[config.mk]
export PLATFORM = sky130hd
export DESIGN_NAME = sa_weight_loader
export DESIGN_NICKNAME = d
export VERILOG_FILES = /design/src/rtl/sa_pkg.sv /design/src/rtl/sa_wl_delay.sv /design/src/rtl/sa_weight_loader.sv
export SDC_FILE = /design/constraint.sdc
export NUM_CORES = 1
export LEC_CHECK = 0
export ABC_AREA = 0
export BUFFER_PORTS_ARGS = -buffer_cell sky130_fd_sc_hd__buf_2
export CORE_MARGIN = 2
export CORE_UTILIZATION = 52
export CTS_CLUSTER_SIZE = 12
export DETAILED_ROUTE_END_ITERATION = 7
export GPL_ROUTABILITY_DRIVEN = 0
export PLACE_DENSITY = 0.87
export SETUP_SLACK_MARGIN = 0.2
export SYNTH_ARGS = -nofsm -noshare
export SYNTH_HDL_FRONTEND = slang
export SYNTH_SLANG_ARGS = --single-unit
[constraint.sdc]
create_clock -name clk -period 1.7 [get_ports clk]
set_input_delay 0.51 -clock clk [delete_from_list [all_inputs] [get_ports clk]]
set_output_delay 0.51 -clock clk [all_outputs]
set_load 0.02 [all_outputs]
[src/rtl/sa_pkg.sv]
// Shared definitions for the systolic-array weight loader: FSM state type and
// default sizing constants.
package sa_pkg;

    localparam int N_WEIGHTS = 9;
    localparam int DATA_W    = 8;
    localparam int CNT_W     = 4;

    typedef enum logic [1:0] {
        S_IDLE  = 2'd0,
        S_FETCH = 2'd1,
        S_DRAIN = 2'd2,
        S_DONE  = 2'd3
    } state_t;

endpackage

[src/rtl/sa_wl_delay.sv]
// Fixed-latency delay line that aligns the read strobe and sequence index with
// the data returned by the weight memory. Synchronous clear empties it.
module sa_wl_delay
    import sa_pkg::*;
#(
    parameter int LAT   = 1,
    parameter int IDX_W = CNT_W
) (
    input  logic             clk,
    input  logic             reset_n,
    input  logic             i_clr,
    input  logic             i_vld,
    input  logic [IDX_W-1:0] i_idx,
    output logic             o_vld,
    output logic [IDX_W-1:0] o_idx
);

    logic [LAT-1:0]   r_vld;
    logic [IDX_W-1:0] r_idx [LAT];

    always_ff @(posedge clk) begin
        if (!reset_n || i_clr) begin
            r_vld <= '0;
            for (int i = 0; i < LAT; i++) begin
                r_idx[i] <= '0;
            end
        end else begin
            r_vld[0] <= i_vld;
            r_idx[0] <= i_idx;
            for (int i = 1; i < LAT; i++) begin
                r_vld[i] <= r_vld[i-1];
                r_idx[i] <= r_idx[i-1];
            end
        end
    end

    assign o_vld = r_vld[LAT-1];
    assign o_idx = r_idx[LAT-1];

endmodule

[src/rtl/sa_weight_loader.sv]
// Loads one kernel of N_WEIGHTS words from a fixed-latency weight memory into a
// register bank. Optional abort input is enabled by defining SA_WL_ABORT_EN.
module sa_weight_loader #(
    parameter int DATA_W    = sa_pkg::DATA_W,
    parameter int N_WEIGHTS = sa_pkg::N_WEIGHTS,
    parameter int MEM_LAT   = 1
) (
    input  logic                          clk,
    input  logic                          reset_n,
    input  logic                          start,
`ifdef SA_WL_ABORT_EN
    input  logic                          abort,
`endif
    output logic [sa_pkg::CNT_W-1:0]      cnt,
    output logic                          mem_re,
    input  logic [DATA_W-1:0]             mem_rdata,
    output logic                          w_valid,
    output logic [sa_pkg::CNT_W-1:0]      w_idx,
    output logic [N_WEIGHTS*DATA_W-1:0]   w_bank,
    output logic                          busy,
    output logic                          done,
    output logic                          weights_ready
);

    import sa_pkg::*;

    state_t                  r_state, w_state_nxt;
    logic [CNT_W-1:0]        r_cnt, w_cnt_nxt;
    logic [1:0]              r_dcnt, w_dcnt_nxt;
    logic                    r_ready, w_ready_nxt;
    logic                    w_abort;
    logic                    w_clr;
    logic                    w_mem_re;
    logic                    w_done;
    logic                    w_wvld;
    logic [CNT_W-1:0]        w_widx;
    logic [N_WEIGHTS*DATA_W-1:0] r_bank;

`ifdef SA_WL_ABORT_EN
    assign w_abort = abort;
`else
    assign w_abort = 1'b0;
`endif

    always_ff @(posedge clk) begin
        if (!reset_n) begin
            r_state <= S_IDLE;
            r_cnt   <= '0;
            r_dcnt  <= '0;
            r_ready <= 1'b0;
        end else begin
            r_state <= w_state_nxt;
            r_cnt   <= w_cnt_nxt;
            r_dcnt  <= w_dcnt_nxt;
            r_ready <= w_ready_nxt;
        end
    end

    always_comb begin
        w_state_nxt = r_state;
        w_cnt_nxt   = r_cnt;
        w_dcnt_nxt  = r_dcnt;
        w_ready_nxt = r_ready;
        w_mem_re    = 1'b0;
        w_done      = 1'b0;
        w_clr       = 1'b0;

        case (r_state)
            S_IDLE: begin
                w_cnt_nxt = '0;
                if (start && !w_abort) begin
                    w_state_nxt = S_FETCH;
                    w_ready_nxt = 1'b0;
                end
            end
            S_FETCH: begin
                w_mem_re = 1'b1;
                if (r_cnt == CNT_W'(N_WEIGHTS - 1)) begin
                    w_state_nxt = S_DRAIN;
                    w_dcnt_nxt  = '0;
                end else begin
                    w_cnt_nxt = r_cnt + CNT_W'(1);
                end
            end
            S_DRAIN: begin
                // Wait for the last read's data to come back before completing.
                if (r_dcnt == 2'(MEM_LAT - 1)) begin
                    w_state_nxt = S_DONE;
                    w_ready_nxt = 1'b1;
                end else begin
                    w_dcnt_nxt = r_dcnt + 2'd1;
                end
            end
            S_DONE: begin
                w_done      = 1'b1;
                w_state_nxt = S_IDLE;
                w_cnt_nxt   = '0;
            end
            default: begin
                w_state_nxt = S_IDLE;
                w_cnt_nxt   = '0;
            end
        endcase

        // Abort outranks everything once a load is in flight.
        if (w_abort && (r_state != S_IDLE)) begin
            w_state_nxt = S_IDLE;
            w_cnt_nxt   = '0;
            w_dcnt_nxt  = '0;
            w_ready_nxt = 1'b0;
            w_done      = 1'b0;
            w_clr       = 1'b1;
        end
    end

    sa_wl_delay #(
        .LAT   (MEM_LAT),
        .IDX_W (CNT_W)
    ) u_delay (
        .clk     (clk),
        .reset_n (reset_n),
        .i_clr   (w_clr),
        .i_vld   (w_mem_re),
        .i_idx   (r_cnt),
        .o_vld   (w_wvld),
        .o_idx   (w_widx)
    );

    always_ff @(posedge clk) begin
        if (!reset_n) begin
            r_bank <= '0;
        end else begin
            for (int k = 0; k < N_WEIGHTS; k++) begin
                if (w_wvld && (w_widx == CNT_W'(k))) begin
                    r_bank[k*DATA_W +: DATA_W] <= mem_rdata;
                end
            end
        end
    end

    assign cnt           = r_cnt;
    assign mem_re        = w_mem_re;
    assign w_valid       = w_wvld;
    assign w_idx         = w_widx;
    assign w_bank        = r_bank;
    assign busy          = (r_state != S_IDLE);
    assign done          = w_done;
    assign weights_ready = r_ready;

endmodule

==> out/qor.yml <==
layout:
  area_growth_pct: 26.0
  register_area_um2: 1750
  multi_input_area_um2: 1650
  num-fill-cells: 554
  fin_nets: 529
  drive_gt1_frac: 0.319
  antenna_cells: 0
floorplanning:
  start_util: 0.529
  die_h_um: 86.7
  fp.dieW_um: 86.7
  ioPinCount: 96
  die_area_um2: 7510
  core_um2: 6720
  rows: 30
timing:
  fmax_mhz: 612
  fin_crit_ps: 1630
  clock_skew_ps: 13.1
  drv_slew: 0
  fin_crit_sh: 0.961
  hold_ws_ps: 475
  relSlewSlack: 0.624
  setup-violations-final: 0
  timing.final.ws_setup_ps: 65.9
  rsz0062_at_grt: "yes"
  hold_viol: 0
  fin_setup_tns_ps: 0
  tightest_slew_ps: 564
route:
  drc: 0
  wire_per_inst_um: 17.1
  detail_route.iter0.violations: 420
  firstDrtPassIters: 5
  vias: 3535
  antenna_left: 0
  vias_per_cell: 5.95
  routed_wl_um: 10200
grt:
  grt_max_degree: 60
  grt_pass1_wl_um: 15400
  use_met2: 0.413
  met3_usage: 0.0610
  antenna_found_initial: 0
  grt_pass1_vias: 3163
  grt-ovfl-total: 0
  top_usage_layer: "met2"
  grt_util_all_layers: 0.263
  grtUsageMet1: 0.338
logic_synthesis:
  avgSynthCellArea_um2: 8.38
  synth-simple-area-share: 0.180
  yosysSeqAreaShare: 0.484
  syn-num-nets: 443
  synth_top_area_frac: 0.484
  synth_compound_area_frac: 0.226
  synth-seq-cells: 86
  synth_cell_types: 42
  synth_area_leaders: "dfxtp_1 48%, a21oi_1 10%, nand3_1 10%, o21ai_0 7.9%, ha_1 2.8%"
  synth_cells: 424
  syn_area_um2: 3550
  yosysTopAreaCell: "dfxtp_1"
  synth_top_family_by_area: "compound AO/OA/AOI/OAI gates"
  synth_mux_area_frac: 0.00845
  ys_warn_count: 0
  synth_fa_ha_area_frac: 0.0282
  yosys.area_share.xor_xnor: 0
clocking:
  cts_sinks: 86
  path_clk_slew_ps: 80
  cts_tree: "yes"
  holdBufCountCts: 0
  cts_root_buffer: "clkbuf_8"
  clkLatencyLatePin_ps: 360
  cts_made_buffers: 9
  h-tree-depth: 3
  clock_tree.buffer_depth: 2
setup_path:
  crit_fanout: 3
  cp_num_buf_inv: 3
  critPathCaptureType: "output pin"
  arrival_ps: 1120
  path_class: "register to output pin"
  crit_chain: "inv_4, ha_4, inv_2, buf_6"
  cp_top_family: "flip-flops"
  critPathSlowestCell: "dfxtp_4"
  crit_path_start_kind: "register"
  critical_path.startpoint: "r_state[0]"
  critPathMaxStageDelay_ps: 400
  crit_required_ps: 1190
  r2r-start: "cnt[0]"
pwr:
  cellLeakagePower_nw: 1.81
  total_power_w: 0.00497
  irDropWorstVdd_v: 0.000977
  power.density_nw_per_um2: 1110
min_path:
  hp-start: "reset_n"
  hp-class: "input port to register"
run_status:
  status: "finished clean"
placed_design:
  pre_cts_slack_ps: 119
  numPortBuffers: 95
  dp_hpwl_um: 6470
flow_run:
  drv_cap: 0
Yosys cell counts (all sizes together):
library cell and instances:
nand3 74, o211ai 1, dfxtp 86, nor2 3, nand2 9, a221o 1, inv 10, o31a 1
buf 18, a211oi 1, ha 8, nand3b 4, nor4b 1, nand4 3, a31oi 2, and3 1
clkbuf 29, or2 1, or4b 1, nor2b 1, a22oi 1, or3b 2, nor3b 2, and3b 1
o21ai 72, a2111oi 1, a21oi 74, a31o 1, and2 4, clkinv 1, mux2i 3, and2b 2
nand2b 3, and4b 1, or2b 1
path summary, 6_finish.rpt:
kind | cells past startpoint | slack [ps] | to
worst max-delay path | 4 | 70 | busy
worst max register to register | 6 | 190 | r_state[0]
worst min register to register | 2 | 470 | w_bank[17]
worst min-delay path | 2 | 470 | cnt[3]
metrics by stage:
stage	cell area [um^2]	utilization	cells
floorplan	3570	-	424
global placement	4040	0.601	564
detailed placement	4040	0.601	564
CTS	4350	0.648	586
global route	4480	0.667	594
finish	4480	0.667	594
metal layers:
layer	share of wire	vias to the layer above
li1	-	1669
met1	0.42	1696
met2	0.48	144
met3	0.074	26
met4	0.028	0
met5	0	-
logic make-up after synthesis:
logic type / Yosys count
buffers and inverters: 58
DFF: 86
muxes: 3
AOI/OAI and AO/OA: 155
and+or+nand+nor: 114
adders and majority gates: 8
worst reg2reg max path, delay by kind of cell, from the launching register on:
kind	cells	cell delay (ps)
fa+ha+maj	1	130
flops	1	370
simple gates	1	180
compound gates	2	450
buf+inv	2	280
sequential cells by signal, summed over array words and instances, names as in the netlist:
register       flops
cnt                4
u_delay.r_idx      4
r_state            2
r_dcnt             2
weights_ready      1
u_delay.o_vld      1
w_bank            72
cell type report:
cell class,count,share of cell area
inverters,11,0.0115
multi-input cells,280,0.369
clock buffers,11,0.0316
repair buffers,122,0.164
well taps,80,0.0223
flip-flops and latches,86,0.391
clock inverters,4,0.0106
power breakdown:
group | leakage (nW) | internal, W | total [W] | switching [W]
registers | 0.700 | 0.00210 | 0.00218 | 0.0000804
logic | 1.02 | 0.000584 | 0.00137 | 0.000785
clock network | 0.0952 | 0.000707 | 0.00142 | 0.000713
cell usage in the layout (no fill, tap or decap), drive strengths merged, types with 2 or more instances in the layout:
| master | count |
|---|---|
| and2 | 4 |
| nand3 | 74 |
| and2b | 2 |
| nand2b | 3 |
| a31oi | 2 |
| o21ai | 72 |
| nand3b | 4 |
| clkbuf | 11 |
| or3b | 2 |
| nand4 | 3 |
| a21oi | 74 |
| nor3b | 2 |
| inv | 11 |
| clkinv | 2 |
| ha | 8 |
| mux2i | 3 |
| dfxtp | 86 |
| nor2 | 3 |
| nand2 | 9 |
| buf | 122 |
what timing repair did:
item / in CTS / in global routing
gates resized for setup: 28 / 17
setup endpoints to repair: 17 / 21
pin swaps: 4 / 6
buffers inserted: 7 / 8
cloned: 0 / 0
Note: power is estimated with default switching activity, not from simulation.
